===== config.mk =====
export PLATFORM = sky130hd
export DESIGN_NAME = io_bus_arb
export DESIGN_NICKNAME = d
export VERILOG_FILES = /design/src/rtl/io_bus_pkg.sv /design/src/rtl/rr_arb2.sv /design/src/rtl/io_bus_arb.sv
export SDC_FILE = /design/constraint.sdc
export NUM_CORES = 1
export LEC_CHECK = 0
export CAP_MARGIN = 25
export CORE_ASPECT_RATIO = 1.1
export CORE_MARGIN = 4
export CORE_UTILIZATION = 44
export CTS_CLUSTER_DIAMETER = 50
export DETAILED_ROUTE_END_ITERATION = 12
export PLACE_DENSITY = 0.84
export SYNTH_ARGS = -nofsm -noshare
export SYNTH_HDL_FRONTEND = slang
export SYNTH_SLANG_ARGS = --single-unit

===== constraint.sdc =====
create_clock -name clk -period 7.65 [get_ports clk]
set_input_delay 1.9125 -clock clk [delete_from_list [all_inputs] [get_ports clk]]
set_output_delay 1.9125 -clock clk [all_outputs]
set_load 0.02 [all_outputs]

===== src/rtl/io_bus_pkg.sv =====
// io_bus_pkg: shared types, IO register addresses and address decode helper
// for the two-master IO bus arbiter.
// Contents: FSM state enum, 16-bit IO register offsets, io_addr_valid().
package io_bus_pkg;

   typedef enum logic [1:0] {
      ST_IDLE = 2'd0,
      ST_XFER = 2'd1,
      ST_RESP = 2'd2
   } state_e;

   localparam logic [15:0] IO_LED      = 16'hF000;
   localparam logic [15:0] IO_LED_REG0 = 16'hF004;
   localparam logic [15:0] IO_LED_REG1 = 16'hF008;
   localparam logic [15:0] IO_NUM      = 16'hF010;
   localparam logic [15:0] IO_TIMER    = 16'hE000;

   // Only the low 16 address bits select an IO register; upper bits are don't-care.
   function automatic logic io_addr_valid(input logic [15:0] a);
      return (a == IO_LED) || (a == IO_LED_REG0) || (a == IO_LED_REG1) ||
             (a == IO_NUM) || (a == IO_TIMER);
   endfunction

endpackage


===== src/rtl/rr_arb2.sv =====
// rr_arb2: combinational two-input round-robin pick.
// Ports: req[1:0] requests, last = most recent winner id,
//        gnt_id = selected master, any = at least one request present.
module rr_arb2 (
   input  logic [1:0] req,
   input  logic       last,
   output logic       gnt_id,
   output logic       any
);

   always_comb begin
      any = |req;
      // On a tie the master that did not win last time goes next;
      // otherwise the lone requester (or 0 when idle) is picked.
      if (&req) begin
         gnt_id = ~last;
      end else begin
         gnt_id = req[1];
      end
   end

endmodule


===== src/rtl/io_bus_arb.sv =====
// io_bus_arb: arbitrates CPU (m0) and debug (m1) masters onto the IO register bus,
// issuing one single-cycle io_ce strobe per valid transaction and returning
// rdata/err with a one-cycle rvalid pulse to the owning master.
// Ports: mN_req/we/addr/wdata in, mN_gnt/rvalid/rdata/err out (N=0,1);
//        io_ce/we/addr/din to decoder, io_dout from decoder; busy = FSM not IDLE.
module io_bus_arb
   import io_bus_pkg::*;
#(
   parameter int ADDR_W = 32,
   parameter int DATA_W = 32
) (
   input  logic              clk,
   input  logic              rst,
   input  logic              m0_req,
   input  logic              m0_we,
   input  logic [ADDR_W-1:0] m0_addr,
   input  logic [DATA_W-1:0] m0_wdata,
   output logic              m0_gnt,
   output logic              m0_rvalid,
   output logic [DATA_W-1:0] m0_rdata,
   output logic              m0_err,
   input  logic              m1_req,
   input  logic              m1_we,
   input  logic [ADDR_W-1:0] m1_addr,
   input  logic [DATA_W-1:0] m1_wdata,
   output logic              m1_gnt,
   output logic              m1_rvalid,
   output logic [DATA_W-1:0] m1_rdata,
   output logic              m1_err,
   output logic              io_ce,
   output logic              io_we,
   output logic [ADDR_W-1:0] io_addr,
   output logic [DATA_W-1:0] io_din,
   input  logic [DATA_W-1:0] io_dout,
   output logic              busy
);

   state_e            state_q, state_d;
   logic              last_q, last_d;
   logic              owner_q, owner_d;
   logic [1:0]        gnt_q, gnt_d;
   logic [1:0]        rvalid_q, rvalid_d;
   logic [1:0]        err_q, err_d;
   logic [DATA_W-1:0] rdata_q [2];
   logic [DATA_W-1:0] rdata_d [2];
   logic              io_ce_q, io_ce_d;
   logic              io_we_q, io_we_d;
   logic [ADDR_W-1:0] io_addr_q, io_addr_d;
   logic [DATA_W-1:0] io_din_q, io_din_d;

   logic              win_id;
   logic              win_any;
   logic              win_we;
   logic [ADDR_W-1:0] win_addr;
   logic [DATA_W-1:0] win_wdata;

   rr_arb2 u_rr_arb2 (
      .req    ({m1_req, m0_req}),
      .last   (last_q),
      .gnt_id (win_id),
      .any    (win_any)
   );

   assign win_we    = win_id ? m1_we    : m0_we;
   assign win_addr  = win_id ? m1_addr  : m0_addr;
   assign win_wdata = win_id ? m1_wdata : m0_wdata;

   always_comb begin
      state_d    = state_q;
      last_d     = last_q;
      owner_d    = owner_q;
      gnt_d      = 2'b00;
      rvalid_d   = 2'b00;
      err_d      = 2'b00;
      rdata_d[0] = rdata_q[0];
      rdata_d[1] = rdata_q[1];
      io_ce_d    = 1'b0;
      io_we_d    = 1'b0;
      io_addr_d  = io_addr_q;
      io_din_d   = io_din_q;

      case (state_q)
         ST_XFER: begin
            // Closing edge of the strobe cycle: decoder output is settled.
            state_d           = ST_RESP;
            rvalid_d[owner_q] = 1'b1;
            rdata_d[owner_q]  = io_we_q ? '0 : io_dout;
         end
         default: begin
            // IDLE and RESP arbitrate identically so back-to-back traffic
            // never has to pass through IDLE.
            state_d = ST_IDLE;
            if (win_any) begin
               last_d        = win_id;
               owner_d       = win_id;
               gnt_d[win_id] = 1'b1;
               if (io_addr_valid(win_addr[15:0])) begin
                  state_d   = ST_XFER;
                  io_ce_d   = 1'b1;
                  io_we_d   = win_we;
                  io_addr_d = win_addr;
                  io_din_d  = win_wdata;
               end else begin
                  // Bad address: never touch the bus, answer immediately.
                  state_d          = ST_RESP;
                  rvalid_d[win_id] = 1'b1;
                  err_d[win_id]    = 1'b1;
                  rdata_d[win_id]  = '0;
               end
            end
         end
      endcase
   end

   always_ff @(posedge clk or posedge rst) begin
      if (rst) begin
         state_q    <= ST_IDLE;
         last_q     <= 1'b1;
         owner_q    <= 1'b0;
         gnt_q      <= 2'b00;
         rvalid_q   <= 2'b00;
         err_q      <= 2'b00;
         rdata_q[0] <= '0;
         rdata_q[1] <= '0;
         io_ce_q    <= 1'b0;
         io_we_q    <= 1'b0;
         io_addr_q  <= '0;
         io_din_q   <= '0;
      end else begin
         state_q    <= state_d;
         last_q     <= last_d;
         owner_q    <= owner_d;
         gnt_q      <= gnt_d;
         rvalid_q   <= rvalid_d;
         err_q      <= err_d;
         rdata_q[0] <= rdata_d[0];
         rdata_q[1] <= rdata_d[1];
         io_ce_q    <= io_ce_d;
         io_we_q    <= io_we_d;
         io_addr_q  <= io_addr_d;
         io_din_q   <= io_din_d;
      end
   end

   assign m0_gnt    = gnt_q[0];
   assign m1_gnt    = gnt_q[1];
   assign m0_rvalid = rvalid_q[0];
   assign m1_rvalid = rvalid_q[1];
   assign m0_err    = err_q[0];
   assign m1_err    = err_q[1];
   assign m0_rdata  = rdata_q[0];
   assign m1_rdata  = rdata_q[1];
   assign io_ce     = io_ce_q;
   assign io_we     = io_we_q;
   assign io_addr   = io_addr_q;
   assign io_din    = io_din_q;
   assign busy      = (state_q != ST_IDLE);

endmodule


==> results of run 1 <==
## cells in the mapped netlist
cell	instances
dfrtp_1	138
mux2_2	68
nand2_1	45
nor2_1	44
o22ai_1	39
nand2b_1	37
mux2_1	36
clkbuf_1	24
a21oi_1	22
nor2b_1	16
o21ai_0	8
buf_2	6
buf_6	4
or2_2	4
a21o_1	2
buf_1	2
inv_1	2
nand4b_1	2
nor4_1	2
o21a_1	2
or4_1	2
a2111oi_2	1
a211o_1	1
a211oi_2	1
a21boi_2	1
a31oi_1	1
buf_4	1
dfstp_2	1
mux2i_1	1
nand3_1	1
nor3b_1	1
o21ba_2	1
o32ai_1	1
## worst register-to-register path, delay by kind of cell (launching register included)
kind	cells	cell delay, ps
mux	1	450
flops	1	550
compound gates	4	880
buf+inv	1	700
## kinds of logic after synthesis
family / after synthesis / synth area share [%]
buffers and inverters: 39 / 3.08
AOI/OAI and AO/OA: 80 / 8.15
DFF: 139 / 57.1
muxes: 105 / 19.4
and+or+nand+nor: 154 / 12.3
## power by group
part,total [mW],leakage [nW],switching [mW],internal (mW)
Clock,0.800,0.279,0.304,0.495
Combinational,0.187,2.15,0.0711,0.116
Sequential,0.743,1.92,0.00231,0.741
Total,1.73,4.36,0.378,1.35
## path summary, 6_finish.rpt
kind                              from          end  cells after the start
max                         m0_addr[6]  io_addr[25]                      7
min                        io_addr[13]  io_addr[13]                      1
max reg2reg                     last_q  io_addr[25]                      6
min reg2reg                io_addr[13]  io_addr[13]                      1
max in group asynchronous          rst    io_din[9]                      3
min in group asynchronous          rst  io_addr[25]                      2
## flip-flops by register name, indices dropped and copies added (netlist names)
| name | count |
|---|---|
| err_q | 2 |
| gnt_q | 2 |
| io_addr | 32 |
| io_din | 32 |
| io_we | 1 |
| last_q | 1 |
| m0_rdata | 32 |
| m1_rdata | 32 |
| owner_q | 1 |
| rvalid_q | 2 |
| state_q | 2 |
## area by class of cell
type	instances	area, µm²	area share (%)
Multi-Input combinational cell	339	2450	24.7
Timing Repair Buffer	312	3140	31.8
Tap cell	184	230	2.33
Clock buffer	21	460	4.65
Sequential cell	139	3480	35.2
Inverter	2	12.5	0.126
Clock inverter	11	120	1.21
## metal layers
layer	global-route usage, %	vias up
met2	44.7	194
li1	-	2373
met3	6.28	48
met4	12.3	0
met5	0	-
met1	28.9	2543
## through the flow
stage          std cells  worst slack [ps]  cell area, µm²  util, %
6_report            1008              3270            9890     73.9
5_1_grt             1008              3150            9890     73.9
4_1_cts             1007              3300            9870     73.8
3_5_place_dp         975              2870            9290     69.5
3_3_place_gp         973              2920            9240     69.1
2_1_floorplan        517              2010            6090        -
==> impl_metrics.toml, run 1 <==
[placed_design]
routabilityCongestion = 0.859
port_buffers = 302
hpwl_um = 14800

[drt]
met2_length_um = 10700
detailroute.via_count = 5158
wl_met1_um = 7580
drtIter0Drc = 285
dr.pass1.iters = 4
drc = 0
post_drt_wl_per_cell_um = 20.0
postRouteAntennaNets = 0
maxUsedRoutingLayer = "met4"
finalWirelength_um = 20100
wl_met3_um = 1070
via_per_inst = 5.12

[worst_setup_path]
path_buf_inv = 2
cp_max_fo = 66
cp_slowest_cell = "buf_4"
cp.required_ps = 7940
r2r_slack_ps = 4940
worst_setup_path_start_kind = "input port"
slowest_delay_ps = 700
crit_type = "input port to flop"
crit_family = "buffers and inverters"
crit_chain = "clkdlybuf4s50_1, or4_1, a2111oi_2, a31oi_1, a211oi_4, buf_4, mux2_2"
worst_setup_path_end_kind = "flop"
cp.arrival_ps = 4680

[status]
status = "finished clean"

[pwr]
p_leak_nw = 4.36
powerDensity_nw_per_um2 = 175
p_total_mw = 1.73
vdd_drop_max_v = 0.000151

[clocking]
clockBufferDepth = 2
root_buffer = "clkbuf_16"
clkLatencyLatePin_ps = 410
cts_inserted_buffers = 17
ctsHtreeMaxLevel = 4
cts_tree = "yes"
post-cts-setup-buffers = 0
cts_sinks = 139
clk_pin_slew_ps = 60
hold_buffers = 0
ctsResizeCount = 0

[yosys]
synth.largest_area_cell = "dfrtp_1"
netlist_top_cells_area = "dfrtp_1 (57%), mux2_2 (13%), mux2_1 (6.7%)"
synthesis.nets = 683
synth.distinct_cells = 33
netlist_instances = 517
synth_top_area_share_pct = 56.7
avgSynthCellArea_um2 = 11.8
ys_seq_elements = 139
ys_warn_count = 0
yosysSeqAreaShare_pct = 57.1
syn-cell-area_um2 = 6090

[min_path]
holdCritPathClass = "flop to flop"

[cells_and_area]
syn_to_final_growth_pct = 62.3
final_common_cell = "clkdlybuf4s50_1"
nets = 977
drive_gt1_share_pct = 14.6
nFillCells = 923
most-common-layout-cells = "clkdlybuf4s50_1 (302), dfrtp_1 (138), mux2_2 (68), nor2_1 (44), nand2_1 (44)"
diodes = 0

[die]
rows = 44
design.core.area_um2 = 13400
ioPinCount = 303
initial_core_util_pct = 45.5
die_y_um = 131
die_area_um2 = 15800
die_x_um = 120

[timing]
tightest_slew_ps = 844
drv_slew = 0
slew_headroom_pct = 43.7
grt_setup_unrepaired = "no"
skew_ps = 7.65
setup_viol = 0
fmax_mhz = 228
setup-tns-final_ps = 0
holdWs_ps = 472
hold_viol_final = 0
fin_crit_ps = 4380
period_share_pct = 57.3

[global_route]
gr-total-overflow = 0
grt_max_degree = 76
grt_usage_pct = 25.5
grt_pass1_vias = 5668
antenna_found_initial = 0
grt_first_pass_wirelength_um = 31200

[job]
cap_violations = 0
Power figures use the tool's default switching activity.
==> inputs of run 2 (changes only) <==
--- a/config.mk
+++ b/config.mk
@@ -8,10 +8,10 @@
 export CAP_MARGIN = 25
 export CORE_ASPECT_RATIO = 1.1
 export CORE_MARGIN = 4
-export CORE_UTILIZATION = 44
+export CORE_UTILIZATION = 37
 export CTS_CLUSTER_DIAMETER = 50
 export DETAILED_ROUTE_END_ITERATION = 12
-export PLACE_DENSITY = 0.84
+export PLACE_DENSITY = 0.75
 export SYNTH_ARGS = -nofsm -noshare
 export SYNTH_HDL_FRONTEND = slang
 export SYNTH_SLANG_ARGS = --single-unit
==> constraint.sdc (replaced) <==
create_clock -name clk -period 3.6 [get_ports clk]
set_input_delay 0.9 -clock clk [delete_from_list [all_inputs] [get_ports clk]]
set_output_delay 0.9 -clock clk [all_outputs]
set_load 0.02 [all_outputs]
==> run 2 against run 1 <==
Net effect:
- hold slack gained 4.8 ps
- critical path type unchanged
- first-iteration DRC count grew 2.8%
- register-to-register slack got worse by 3700 ps
- highest routed layer unchanged
- sequential share of layout area about the same
==> impl_metrics.toml, run 2 (same netlist as run 1, synthesis figures left out) <==
[status]
status = "finished clean"

[timing]
period_share_pct = 82.1
tightest_slew_ps = 748
skew_ps = 7.33
fin_crit_ps = 2950
hold_viol_final = 0
setup_viol = 0
fmax_mhz = 339
drv_slew = 0
final.setup.worst_slack_ps = 646
grt_setup_unrepaired = "no"
holdWs_ps = 477
slew_headroom_pct = 50.1
setup-tns-final_ps = 0

[drt]
detailroute.via_count = 5107
drtIter0Drc = 293
drc = 0
postRouteAntennaNets = 0
finalWirelength_um = 19400
via_per_inst = 4.98
dr.pass1.iters = 4
post_drt_wl_per_cell_um = 18.9

[cells_and_area]
most-common-layout-cells = "clkdlybuf4s50_1 (302), dfrtp_1 (138), mux2_2 (68), nor2_1 (44), nand2_1 (44)"
diodes = 0
drive_gt1_share_pct = 14.4
syn_to_final_growth_pct = 62.5
nFillCells = 1253
fin_area_um2 = 9900
final_common_cell = "clkdlybuf4s50_1"
nets = 978

[die]
rows = 48
die_y_um = 143
die_area_um2 = 18600
die_x_um = 130
initial_core_util_pct = 38.3
design.core.area_um2 = 15900
ioPinCount = 303

[placed_design]
port_buffers = 302
dpl_cell_area_um2 = 9360
routabilityCongestion = 0.815
place_ws_ps = 243
hpwl_um = 14600

[worst_setup_path]
cp.arrival_ps = 3240
cp.required_ps = 3890
cp_slowest_cell = "or4_1"
worst_setup_path_start_kind = "input port"
cp_max_fo = 23
worst_setup_path_end_kind = "flop"
crit_type = "input port to flop"
crit_chain = "clkdlybuf4s50_1, or4_1, a2111oi_2, a31oi_1, a211oi_4, buf_4, mux2_1"
slowest_delay_ps = 540

[clocking]
hold_buffers = 0
post-cts-setup-buffers = 0
ctsHtreeMaxLevel = 4
cts_inserted_buffers = 17
root_buffer = "clkbuf_16"
clkLatencyLatePin_ps = 410
cts_sinks = 139
clk_pin_slew_ps = 50
clockBufferDepth = 2
cts_tree = "yes"
ctsResizeCount = 0

[pwr]
vdd_drop_max_v = 0.000278
p_total_mw = 3.57
powerDensity_nw_per_um2 = 361
p_leak_nw = 4.35

[job]
cap_violations = 0

[global_route]
grt_pass1_vias = 5531
grt_first_pass_wirelength_um = 29600
antenna_found_initial = 0
grt_max_degree = 140
grt_usage_pct = 20.7
gr-total-overflow = 0

[min_path]
holdCritPathClass = "flop to flop"
-- run 2: changes by cell type in the layout (fill, tap and decap cells not counted) --
cell	previous run	this run
clkinvlp_4	3	2
bufinv_16	2	0
clkbuf_1	2	4
buf_16	1	0
clkinv_4	2	1
buf_4	7	6
inv_6	1	0
buf_12	2	5
clkbuf_8	2	5
-- run 2: layout make-up --
type / instances / area [µm²] / area share, %
multi-input cells: 339 / 2450 / 24.7
clock buffers: 26 / 509 / 5.14
repair buffers: 313 / 3170 / 32.0
well taps: 200 / 250 / 2.53
inverters: 2 / 11.3 / 0.114
flip-flops and latches: 139 / 3480 / 35.1
clock inverters: 6 / 36.3 / 0.366
-- run 2: worst max-delay path, delay by kind of cell --
family	cells	cell delay, ps
buffers and inverters	2	760
AO/OA/AOI/OAI	3	650
AND/OR/NAND/NOR	1	540
multiplexers	1	370
-- run 2: power by group --
group	internal (mW)	switching (mW)	leakage (nW)
clock network	0.969	0.623	0.270
logic	0.248	0.156	2.16
registers	1.57	0.00548	1.92
total	2.79	0.784	4.35
-- run 2: stage by stage --
stage,utilization [%],instances
after floorplan,-,517
after global placement,58.5,991
after detailed placement,58.8,993
after CTS,62.2,1025
after global routing,62.2,1025
final,62.2,1025
-- run 2: path summary, 6_finish.rpt --
check,startpoint,to,slack (ps),cells past startpoint
worst max-delay path,m0_addr[6],io_addr[3],650,7
worst min-delay path,io_addr[13],io_addr[13],480,1
worst max register to register,last_q,io_addr[3],1280,6
worst min register to register,io_addr[13],io_addr[13],480,1
max in group asynchronous,rst,m0_rdata[5],1970,3
min in group asynchronous,rst,m0_rdata[20],1060,3
-- run 2: per-layer routing --
metal	global-route usage, %	vias to the layer above	wire, µm
met5	0	-	0
met4	10.8	0	884
met1	23.0	2487	7100
li1	-	2381	-
met2	36.0	183	10200
met3	5.41	56	1180
